## config.mk

```make
export PLATFORM = sky130hd
export DESIGN_NAME = restoring_divider
export DESIGN_NICKNAME = d
export VERILOG_FILES = /design/src/rtl/restoring_divider_pkg.sv /design/src/rtl/restoring_divider_rca.sv /design/src/rtl/restoring_divider.sv
export SDC_FILE = /design/constraint.sdc
export NUM_CORES = 1
export LEC_CHECK = 0
export ABC_AREA = 0
export CAP_MARGIN = 30
export CELL_PAD_IN_SITES_DETAIL_PLACEMENT = 0
export CELL_PAD_IN_SITES_GLOBAL_PLACEMENT = 1
export CORE_AREA = 10 10 91 101
export DETAILED_ROUTE_END_ITERATION = 10
export DIE_AREA = 0 0 101 111
export HOLD_SLACK_MARGIN = 0.03
export PLACE_DENSITY_LB_ADDON = 0.1
export SLEW_MARGIN = 20
export SYNTH_ARGS = -nofsm -noshare
export SYNTH_HDL_FRONTEND = slang
export SYNTH_SLANG_ARGS = --single-unit
```

## constraint.sdc

```tcl
create_clock -name clk -period 3.6 [get_ports clk]
set_clock_uncertainty 0.05 [all_clocks]
set_input_delay 0.36 -clock clk [delete_from_list [all_inputs] [get_ports clk]]
set_output_delay 0.36 -clock clk [all_outputs]
set_load 0.05 [all_outputs]
```

## src/rtl/restoring_divider_pkg.sv

```systemverilog
// Shared constants for the restoring divider: FSM state encodings and
// the sizing rule for the iteration counter.
package restoring_divider_pkg;

   typedef enum logic [1:0] {
      ST_IDLE = 2'd0,
      ST_RUN  = 2'd1,
      ST_DONE = 2'd2
   } div_state_t;

   localparam int DEFAULT_NBITS = 8;

   // The counter must be able to hold the values 0..nbits.
   function automatic int cnt_width(input int nbits);
      return $clog2(nbits + 1);
   endfunction

endpackage

```

## src/rtl/restoring_divider_rca.sv

```systemverilog
// Generic ripple-carry adder. With signd=1 the cout pin reports two's
// complement overflow instead of the unsigned carry out.
module rippleCarryAdder #(
   parameter int Nbits = 8,
   parameter bit signd = 1'b0
) (
   input  logic [Nbits-1:0] a,
   input  logic [Nbits-1:0] b,
   input  logic             cin,
   output logic [Nbits-1:0] sum,
   output logic             cout
);

   logic [Nbits:0] carry;

   assign carry[0] = cin;

   generate
      for (genvar gi = 0; gi < Nbits; gi++) begin : g_fa
         assign sum[gi]     = a[gi] ^ b[gi] ^ carry[gi];
         assign carry[gi+1] = (a[gi] & b[gi]) | (a[gi] & carry[gi]) | (b[gi] & carry[gi]);
      end

      if (signd) begin : g_ovf
         assign cout = carry[Nbits] ^ carry[Nbits-1];
      end else begin : g_carry
         assign cout = carry[Nbits];
      end
   endgenerate

endmodule

```

## src/rtl/restoring_divider.sv

```systemverilog
// Sequential restoring divider: one quotient bit per cycle, MSB first,
// with optional two's complement operands and divide-by-zero reporting.
module restoring_divider
   import restoring_divider_pkg::*;
#(
   parameter int Nbits = DEFAULT_NBITS,
   parameter bit signd = 1'b0
) (
   input  logic             clk,
   input  logic             rst,
   input  logic             start,
   input  logic [Nbits-1:0] dividend,
   input  logic [Nbits-1:0] divisor,
   output logic             busy,
   output logic             done,
   output logic [Nbits-1:0] quotient,
   output logic [Nbits-1:0] remainder,
   output logic             div_by_zero
);

   localparam int CW = cnt_width(Nbits);

   div_state_t       state_reg;
   logic [Nbits-1:0] dvd_reg;      // dividend magnitude, shifts left as quotient bits enter
   logic [Nbits-1:0] dvs_reg;
   logic [Nbits-1:0] rem_reg;
   logic [Nbits-1:0] raw_dvd_reg;
   logic [CW-1:0]    cnt_reg;
   logic             neg_q_reg;
   logic             neg_r_reg;
   logic             dz_reg;
   logic             busy_reg;
   logic             done_reg;
   logic [Nbits-1:0] quotient_reg;
   logic [Nbits-1:0] remainder_reg;
   logic             div_by_zero_reg;

   logic [Nbits:0]   partial;
   logic [Nbits:0]   divisor_ext;
   logic [Nbits:0]   trial;
   logic             trial_cout;
   logic             borrow;
   logic [Nbits-1:0] dividend_mag;
   logic [Nbits-1:0] divisor_mag;
   logic [Nbits-1:0] q_final;
   logic [Nbits-1:0] r_final;
   logic             unused_bits;

   assign partial     = {rem_reg, dvd_reg[Nbits-1]};
   assign divisor_ext = {1'b0, dvs_reg};

   rippleCarryAdder #(
      .Nbits (Nbits + 1),
      .signd (1'b0)
   ) u_trial_sub (
      .a    (partial),
      .b    (~divisor_ext),
      .cin  (1'b1),
      .sum  (trial),
      .cout (trial_cout)
   );

   assign borrow = ~trial_cout;

   // The top bits are always zero once a step resolves: the remainder is below the divisor.
   assign unused_bits = &{1'b0, trial[Nbits], partial[Nbits]};

   assign dividend_mag = (signd && dividend[Nbits-1]) ? -dividend : dividend;
   assign divisor_mag  = (signd && divisor[Nbits-1])  ? -divisor  : divisor;

   assign q_final = neg_q_reg ? -dvd_reg : dvd_reg;
   assign r_final = neg_r_reg ? -rem_reg : rem_reg;

   always_ff @(posedge clk or posedge rst) begin
      if (rst) begin
         state_reg       <= ST_IDLE;
         dvd_reg         <= '0;
         dvs_reg         <= '0;
         rem_reg         <= '0;
         raw_dvd_reg     <= '0;
         cnt_reg         <= '0;
         neg_q_reg       <= 1'b0;
         neg_r_reg       <= 1'b0;
         dz_reg          <= 1'b0;
         busy_reg        <= 1'b0;
         done_reg        <= 1'b0;
         quotient_reg    <= '0;
         remainder_reg   <= '0;
         div_by_zero_reg <= 1'b0;
      end else begin
         case (state_reg)
            ST_IDLE: begin
               // busy spans the done pulse, so a start seen during it is ignored
               done_reg <= 1'b0;
               busy_reg <= 1'b0;
               if (start && !busy_reg) begin
                  busy_reg    <= 1'b1;
                  dvd_reg     <= dividend_mag;
                  dvs_reg     <= divisor_mag;
                  raw_dvd_reg <= dividend;
                  rem_reg     <= '0;
                  cnt_reg     <= '0;
                  neg_q_reg   <= signd && (dividend[Nbits-1] ^ divisor[Nbits-1]);
                  neg_r_reg   <= signd && dividend[Nbits-1];
                  dz_reg      <= (divisor == '0);
                  state_reg   <= (divisor == '0) ? ST_DONE : ST_RUN;
               end
            end

            ST_RUN: begin
               dvd_reg <= {dvd_reg[Nbits-2:0], ~borrow};
               rem_reg <= borrow ? partial[Nbits-1:0] : trial[Nbits-1:0];
               cnt_reg <= cnt_reg + CW'(1);
               if (cnt_reg == CW'(Nbits - 1)) begin
                  state_reg <= ST_DONE;
               end
            end

            ST_DONE: begin
               if (dz_reg) begin
                  quotient_reg    <= '1;
                  remainder_reg   <= raw_dvd_reg;
                  div_by_zero_reg <= 1'b1;
               end else begin
                  quotient_reg    <= q_final;
                  remainder_reg   <= r_final;
                  div_by_zero_reg <= 1'b0;
               end
               done_reg  <= 1'b1;
               state_reg <= ST_IDLE;
            end

            default: begin
               state_reg <= ST_IDLE;
            end
         endcase
      end
   end

   assign busy        = busy_reg;
   assign done        = done_reg;
   assign quotient    = quotient_reg;
   assign remainder   = remainder_reg;
   assign div_by_zero = div_by_zero_reg;

endmodule
```

==> flow_summary.json, run 1 <==
{
  "layout.cells.non_filler": 390,
  "tns_ps": 0,
  "synth-xor-area-share_pct": 0,
  "final_common_cell": "dfrtp_1",
  "synth_top_area_share_pct": 55.4,
  "fmax_mhz": 280,
  "outcome": "completed",
  "drtPass1Iterations": 4,
  "io_pins": 38,
  "synthCells": 259,
  "wl_met1_um": 2970,
  "syn-num-nets": 287,
  "avgSynthCellArea_sq_um": 10.1,
  "synth_compound_area_share_pct": 14.1,
  "nets": 329,
  "port_buffers": 37,
  "cts_hold_buf": 0,
  "critPathKind": "flip-flop to flip-flop",
  "hold_violations": 0,
  "power.share.clock_pct": 14.5,
  "vias": 1956,
  "fin_crit_sh_pct": 99.2,
  "cts_buffer_depth": 2,
  "cp_max_fo": 4,
  "wl_per_cell_um": 15.6,
  "grt.total_usage_pct": 11.7,
  "clkTransAtPathRegs_ps": 60,
  "highest_layer": "met4",
  "ys_seq_area_share_pct": 55.4,
  "ir_worst_vdd_uv": 482,
  "seqCellArea_sq_um": 1450,
  "path_cells": "inv_2, ha_4, fa_2, fa_2, fa_2, fa_2, fa_2, fa_2, inv_2, fa_2, nor2_1, a211oi_2, nor3_1",
  "routed_wl_um": 6090,
  "path_common_cell": "fa_2",
  "start_util_pct": 36.3,
  "grt_pass1_vias": 2037,
  "cp_top_family": "adder cells",
  "ys_types": 31,
  "clock_sinks": 58,
  "slew_headroom_pct": 38.6,
  "critPathBufInv": 2,
  "final.fill_count": 728,
  "synthToLayoutAreaGrowth_pct": 25.8,
  "wl_met2_um": 2690,
  "drt_iter0_drc": 92,
  "rows": 33,
  "startpoint_type": "flip-flop",
  "r2r_slack_ps": 30,
  "dieArea_sq_um": 11200,
  "drc_errors": 0,
  "cp_data_arrival_time_ps": 3730,
  "internal-power_mw": 1.89,
  "mostFrequentLayoutCells": "dfrtp_1 (58), nand2_1 (53), clkdlybuf4s50_1 (37)",
  "rsz0062_at_grt": "true",
  "fin_ws_ps": 29.9,
  "synthSimpleGateAreaFrac_pct": 16.3,
  "dp_hpwl_um": 4310,
  "core-area_sq_um": 7230,
  "wl_met3_um": 341,
  "die_width_um": 101,
  "combPwrFrac_pct": 49.1,
  "synthTopCellsByArea": "dfrtp_1 (55%), o21ai_0 (8.4%), nand2_1 (7.6%), fa_1 (5.3%), mux2i_1 (3.4%)",
  "synth_top_family_by_area": "simple AND/OR/NAND/NOR gates",
  "min_period_ps": 3570,
  "setup_viol": 0,
  "yosys.area.top_type": "dfrtp_1",
  "synth_mux_area_share_pct": 3.44,
  "hp-class": "flip-flop to flip-flop",
  "synth_warnings": 0,
  "maxCapViolCount": 0,
  "htreeDepth": 3,
  "power.share.switching_pct": 43.2,
  "synth_fa_ha_area_share_pct": 6.30,
  "netlist_area_sq_um": 2620,
  "layout-drive-gt1-share_pct": 12.5,
  "place_ws_ps": -109,
  "cpPeakStageDelay_ps": 360,
  "grt_max_degree": 38,
  "drv_slew": 0,
  "antennaDiodeCount": 0,
  "antenna_found_initial": 0,
  "dpl.cell_count": 376,
  "insertion_delay_ps": 340,
  "pwr-share-seq_pct": 36.3,
  "crit_path_top_delay_cell": "dfrtp_1",
  "cts_buffers": 9,
  "grt-ovfl-total": 0,
  "routed_via_density": 5.02,
  "final_core_util_pct": 45.6,
  "p_total_mw": 3.33,
  "ys_seq_elements": 58,
  "multiInputGateArea_sq_um": 1090,
  "critical_path.endpoint_type": "flip-flop",
  "globalplace.congestion": 0.786,
  "cts_tree": "yes",
  "drtAntennaViolNets": 0,
  "required_ps": 3760,
  "grt_pass1_wl_um": 10500,
  "dieHeight_um": 111,
  "p_leak_nw": 1.49,
  "clock-root-buffer": "clkbuf_8",
  "worstMarginPinSlew_ps": 919,
  "p_sw_mw": 1.44,
  "power_density_nw_per_um2": 1010
}
-- stage by stage --
step,area [sq um],hold slack [ps]
floorplan,2640,396
global placement,3110,409
detailed placement,3120,416
CTS,3280,432
global route,3300,446
finish,3300,427
-- layout make-up --
| cell class | count | share of cell area [%] |
|---|---|---|
| Multi-Input combinational cell | 174 | 33.0 |
| Clock inverter | 4 | 0.683 |
| Inverter | 11 | 1.25 |
| Tap cell | 87 | 3.30 |
| Timing Repair Buffer | 47 | 14.0 |
| Sequential cell | 58 | 44.0 |
| Clock buffer | 9 | 3.76 |
-- synth_stat cells --
library cell	count
nand2_1	53
nor2_1	12
o31ai_1	1
inv_1	11
nor2b_1	1
buf_6	1
fa_1	7
nand2b_1	2
nor4b_2	1
a21oi_1	1
o21bai_1	1
mux2i_1	9
o21ai_0	44
clkbuf_1	6
buf_1	1
a221o_1	6
nand3_1	12
nor3_1	1
buf_2	8
o311ai_0	1
o211ai_1	1
nand3b_1	1
a211oi_1	1
dfrtp_1	58
nor4_1	2
nand4_1	1
a21o_1	6
or4b_4	1
ha_1	2
and2_1	6
or2_2	1
-- layer usage --
metal | track usage (%) | up-vias
met5 | 0 | -
met1 | 16.0 | 952
met3 | 4.11 | 12
li1 | - | 958
met4 | 3.63 | 0
met2 | 16.7 | 34
-- path summary, 6_finish.rpt --
check,from,endpoint,cells after the start
min in group asynchronous,rst,div_by_zero,2
hold reg to reg,remainder[6],remainder[6],2
hold / removal,remainder[6],remainder[6],2
setup / recovery,dvd_reg[7],rem_reg[7],13
max in group asynchronous,rst,busy,3
setup reg to reg,dvd_reg[7],rem_reg[7],13
-- cells by family (layout without fill, tap and decap cells) --
family,count (synthesis),after routing
buffers and inverters,27,71
adder cells (fa/ha/maj),9,9
flip-flops,58,58
AO/OA/AOI/OAI,62,62
AND/OR/NAND/NOR,94,94
multiplexers,9,9
-- power groups by stage --
stage | sequential, mW | clock [mW] | combinational (mW)
after floorplan | 1.45 | 0 | 0.805
after global placement | 1.22 | 0 | 1.56
after detailed placement | 1.22 | 0 | 1.58
after CTS | 1.21 | 0.497 | 1.62
after global routing | 1.27 | 0.537 | 1.85
final | 1.21 | 0.485 | 1.64
-- repair_timing --
action	4_1_cts	5_1_grt
setup endpoints to repair	9	9
buffers inserted	0	1
resized for setup	6	11
pin swaps	0	1
-- worst register-to-register path, delay by kind of cell (launching register included) --
kind | cells | cell delay (ps)
adder cells (fa/ha/maj) | 8 | 2510
flip-flops | 1 | 360
AO/OA/AOI/OAI | 1 | 240
AND/OR/NAND/NOR | 2 | 170
buffers and inverters | 2 | 130
No activity file was read; power rests on OpenSTA's default activity.
==> inputs of run 2 (changes only) <==
--- a/config.mk
+++ b/config.mk
@@ -6,7 +6,6 @@
 export NUM_CORES = 1
 export LEC_CHECK = 0
 export ABC_AREA = 0
-export CAP_MARGIN = 30
 export CELL_PAD_IN_SITES_DETAIL_PLACEMENT = 0
 export CELL_PAD_IN_SITES_GLOBAL_PLACEMENT = 1
 export CORE_AREA = 10 10 91 101
==> run 2 against run 1 <==
Effect of this change:
- flip-flop and latch count unchanged
- sequential power about the same
- maximum frequency about the same
- worst setup slack got worse by 0.96 ps
- count of clock-buffer cells in the layout increased by 2
- sequential share of layout area decreased by 0.28 points
- die area unchanged
- wire length about the same
- largest cell class unchanged
- register-to-register slack about the same
- hold slack got worse by 0.87 ps
==> flow_summary.json, run 2 (synthesis results as in run 1) <==
{
  "outcome": "completed",
  "grt_pass1_wl_um": 10500,
  "rows": 33,
  "drc_errors": 0,
  "fmax_mhz": 280,
  "wl_met2_um": 2700,
  "cts_tree": "yes",
  "routed_wl_um": 6090,
  "path_common_cell": "fa_2",
  "io_pins": 38,
  "core-area_sq_um": 7230,
  "grt-ovfl-total": 0,
  "cpPeakStageDelay_ps": 420,
  "vias": 1929,
  "htreeDepth": 3,
  "setup_viol": 0,
  "routed_via_density": 4.92,
  "p_total_mw": 3.38,
  "min_period_ps": 3570,
  "clock_sinks": 58,
  "drt_iter0_drc": 70,
  "layout-drive-gt1-share_pct": 13.4,
  "worstReg2RegStart": "dvd_reg[7]",
  "hp-class": "flip-flop to flip-flop",
  "dp_hpwl_um": 4280,
  "critPathKind": "flip-flop to flip-flop",
  "required_ps": 3760,
  "maxCapViolCount": 0,
  "drtAntennaViolNets": 0,
  "worstMarginPinSlew_ps": 916,
  "ir_worst_vdd_uv": 479,
  "start_util_pct": 36.3,
  "cts_buffer_depth": 2,
  "power_density_nw_per_um2": 1020,
  "wl_met1_um": 2950,
  "dieArea_sq_um": 11200,
  "startpoint_type": "flip-flop",
  "rsz0062_at_grt": "true",
  "min_from": "remainder[6]",
  "antennaDiodeCount": 0,
  "mostFrequentLayoutCells": "dfrtp_1 (58), nand2_1 (53), clkdlybuf4s50_1 (37)",
  "wl_met3_um": 355,
  "clkTransAtPathRegs_ps": 60,
  "timing.critical_path.from": "dvd_reg[7]",
  "cts_buffers": 9,
  "globalplace.congestion": 0.786,
  "grt.total_usage_pct": 11.7,
  "wl_per_cell_um": 15.5,
  "cp_max_fo": 2,
  "hold_violations": 0,
  "dieHeight_um": 111,
  "drtPass1Iterations": 4,
  "port_buffers": 37,
  "final.fill_count": 717,
  "final_common_cell": "dfrtp_1",
  "nets": 330,
  "p_leak_nw": 1.50,
  "die_width_um": 101,
  "insertion_delay_ps": 340,
  "cts_hold_buf": 0,
  "synthToLayoutAreaGrowth_pct": 26.6,
  "crit_path_top_delay_cell": "fa_2",
  "grt_max_degree": 38,
  "critical_path.endpoint_type": "flip-flop",
  "path_cells": "inv_2, ha_4, fa_2, fa_2, fa_2, fa_2, fa_2, fa_2, inv_2, fa_2, a211oi_2, nor3_1",
  "drv_slew": 0,
  "highest_layer": "met4",
  "clock-root-buffer": "clkbuf_8",
  "fin_crit_sh_pct": 99.2,
  "slew_headroom_pct": 38.8,
  "final_core_util_pct": 45.9,
  "grt_pass1_vias": 2038,
  "antenna_found_initial": 0,
  "cp_data_arrival_time_ps": 3730
}
run 2: changes by cell type in the layout (fill, tap and decap cells not counted):
cell      change
nor2_1        -1
nand2b_1      -1
clkbuf_1      +1
nand2b_2      +1
nor2_2        +1
clkinv_2      -1
o21ai_0       -1
clkbuf_8      +1
o21ai_1       +1
buf_6         -1
buf_4         +2
run 2: repair_timing:
item,4_1_cts,5_1_grt
resized for setup,13,6
pin swaps,3,3
setup buffers,1,2
endpoints found under the setup margin,9,9
run 2: worst paths after layout:
check / end / slack, ps / depth (start not counted)
setup / recovery: rem_reg[7] / 30 / 12
hold / removal: remainder[6] / 430 / 2
setup reg to reg: rem_reg[7] / 30 / 12
hold reg to reg: remainder[6] / 430 / 2
max in group asynchronous: state_reg[0] / 2360 / 3
min in group asynchronous: div_by_zero / 440 / 2
run 2: final cells by class:
class / count / area (sq um) / area share (%)
repair buffers: 48 / 465 / 14.0
clock buffers: 11 / 141 / 4.26
clock inverters: 3 / 17.5 / 0.528
inverters: 11 / 41.3 / 1.24
multi-input cells: 174 / 1090 / 32.9
flip-flops and latches: 58 / 1450 / 43.7
well taps: 87 / 109 / 3.28
run 2: through the flow:
stage | worst slack, ps | TNS (ps) | std cells | instance area, sq um | hold WS, ps
finish | 28.9 | 0 | 392 | 3320 | 426
global route | -97.8 | -674 | 392 | 3320 | 456
CTS | 7.94 | 0 | 390 | 3300 | 430
detailed placement | -117 | -693 | 375 | 3110 | 416
global placement | -26.2 | -26.2 | 375 | 3110 | 409
floorplan | 36.1 | 0 | 259 | 2640 | 396
run 2: worst max-delay path, delay by kind of cell, from the launching register on:
kind                       cells  cell delay, ps
DFF                            1             360
adders and majority gates      8            2690
AOI/OAI and AO/OA              1             150
buffers and inverters          2             120
and+or+nand+nor                1              80
run 2: power by group:
part,switching (mW),internal (mW),total [mW]
sequential,0.253,0.958,1.21
clock,0.247,0.258,0.505
combinational,0.939,0.726,1.66
total,1.44,1.94,3.38
run 2: layer usage:
| layer | global-route usage [%] | vias to the layer above |
|---|---|---|
| met5 | 0 | - |
| met4 | 3.63 | 0 |
| met3 | 4.68 | 8 |
| met2 | 17.3 | 37 |
| met1 | 15.2 | 924 |
| li1 | - | 960 |
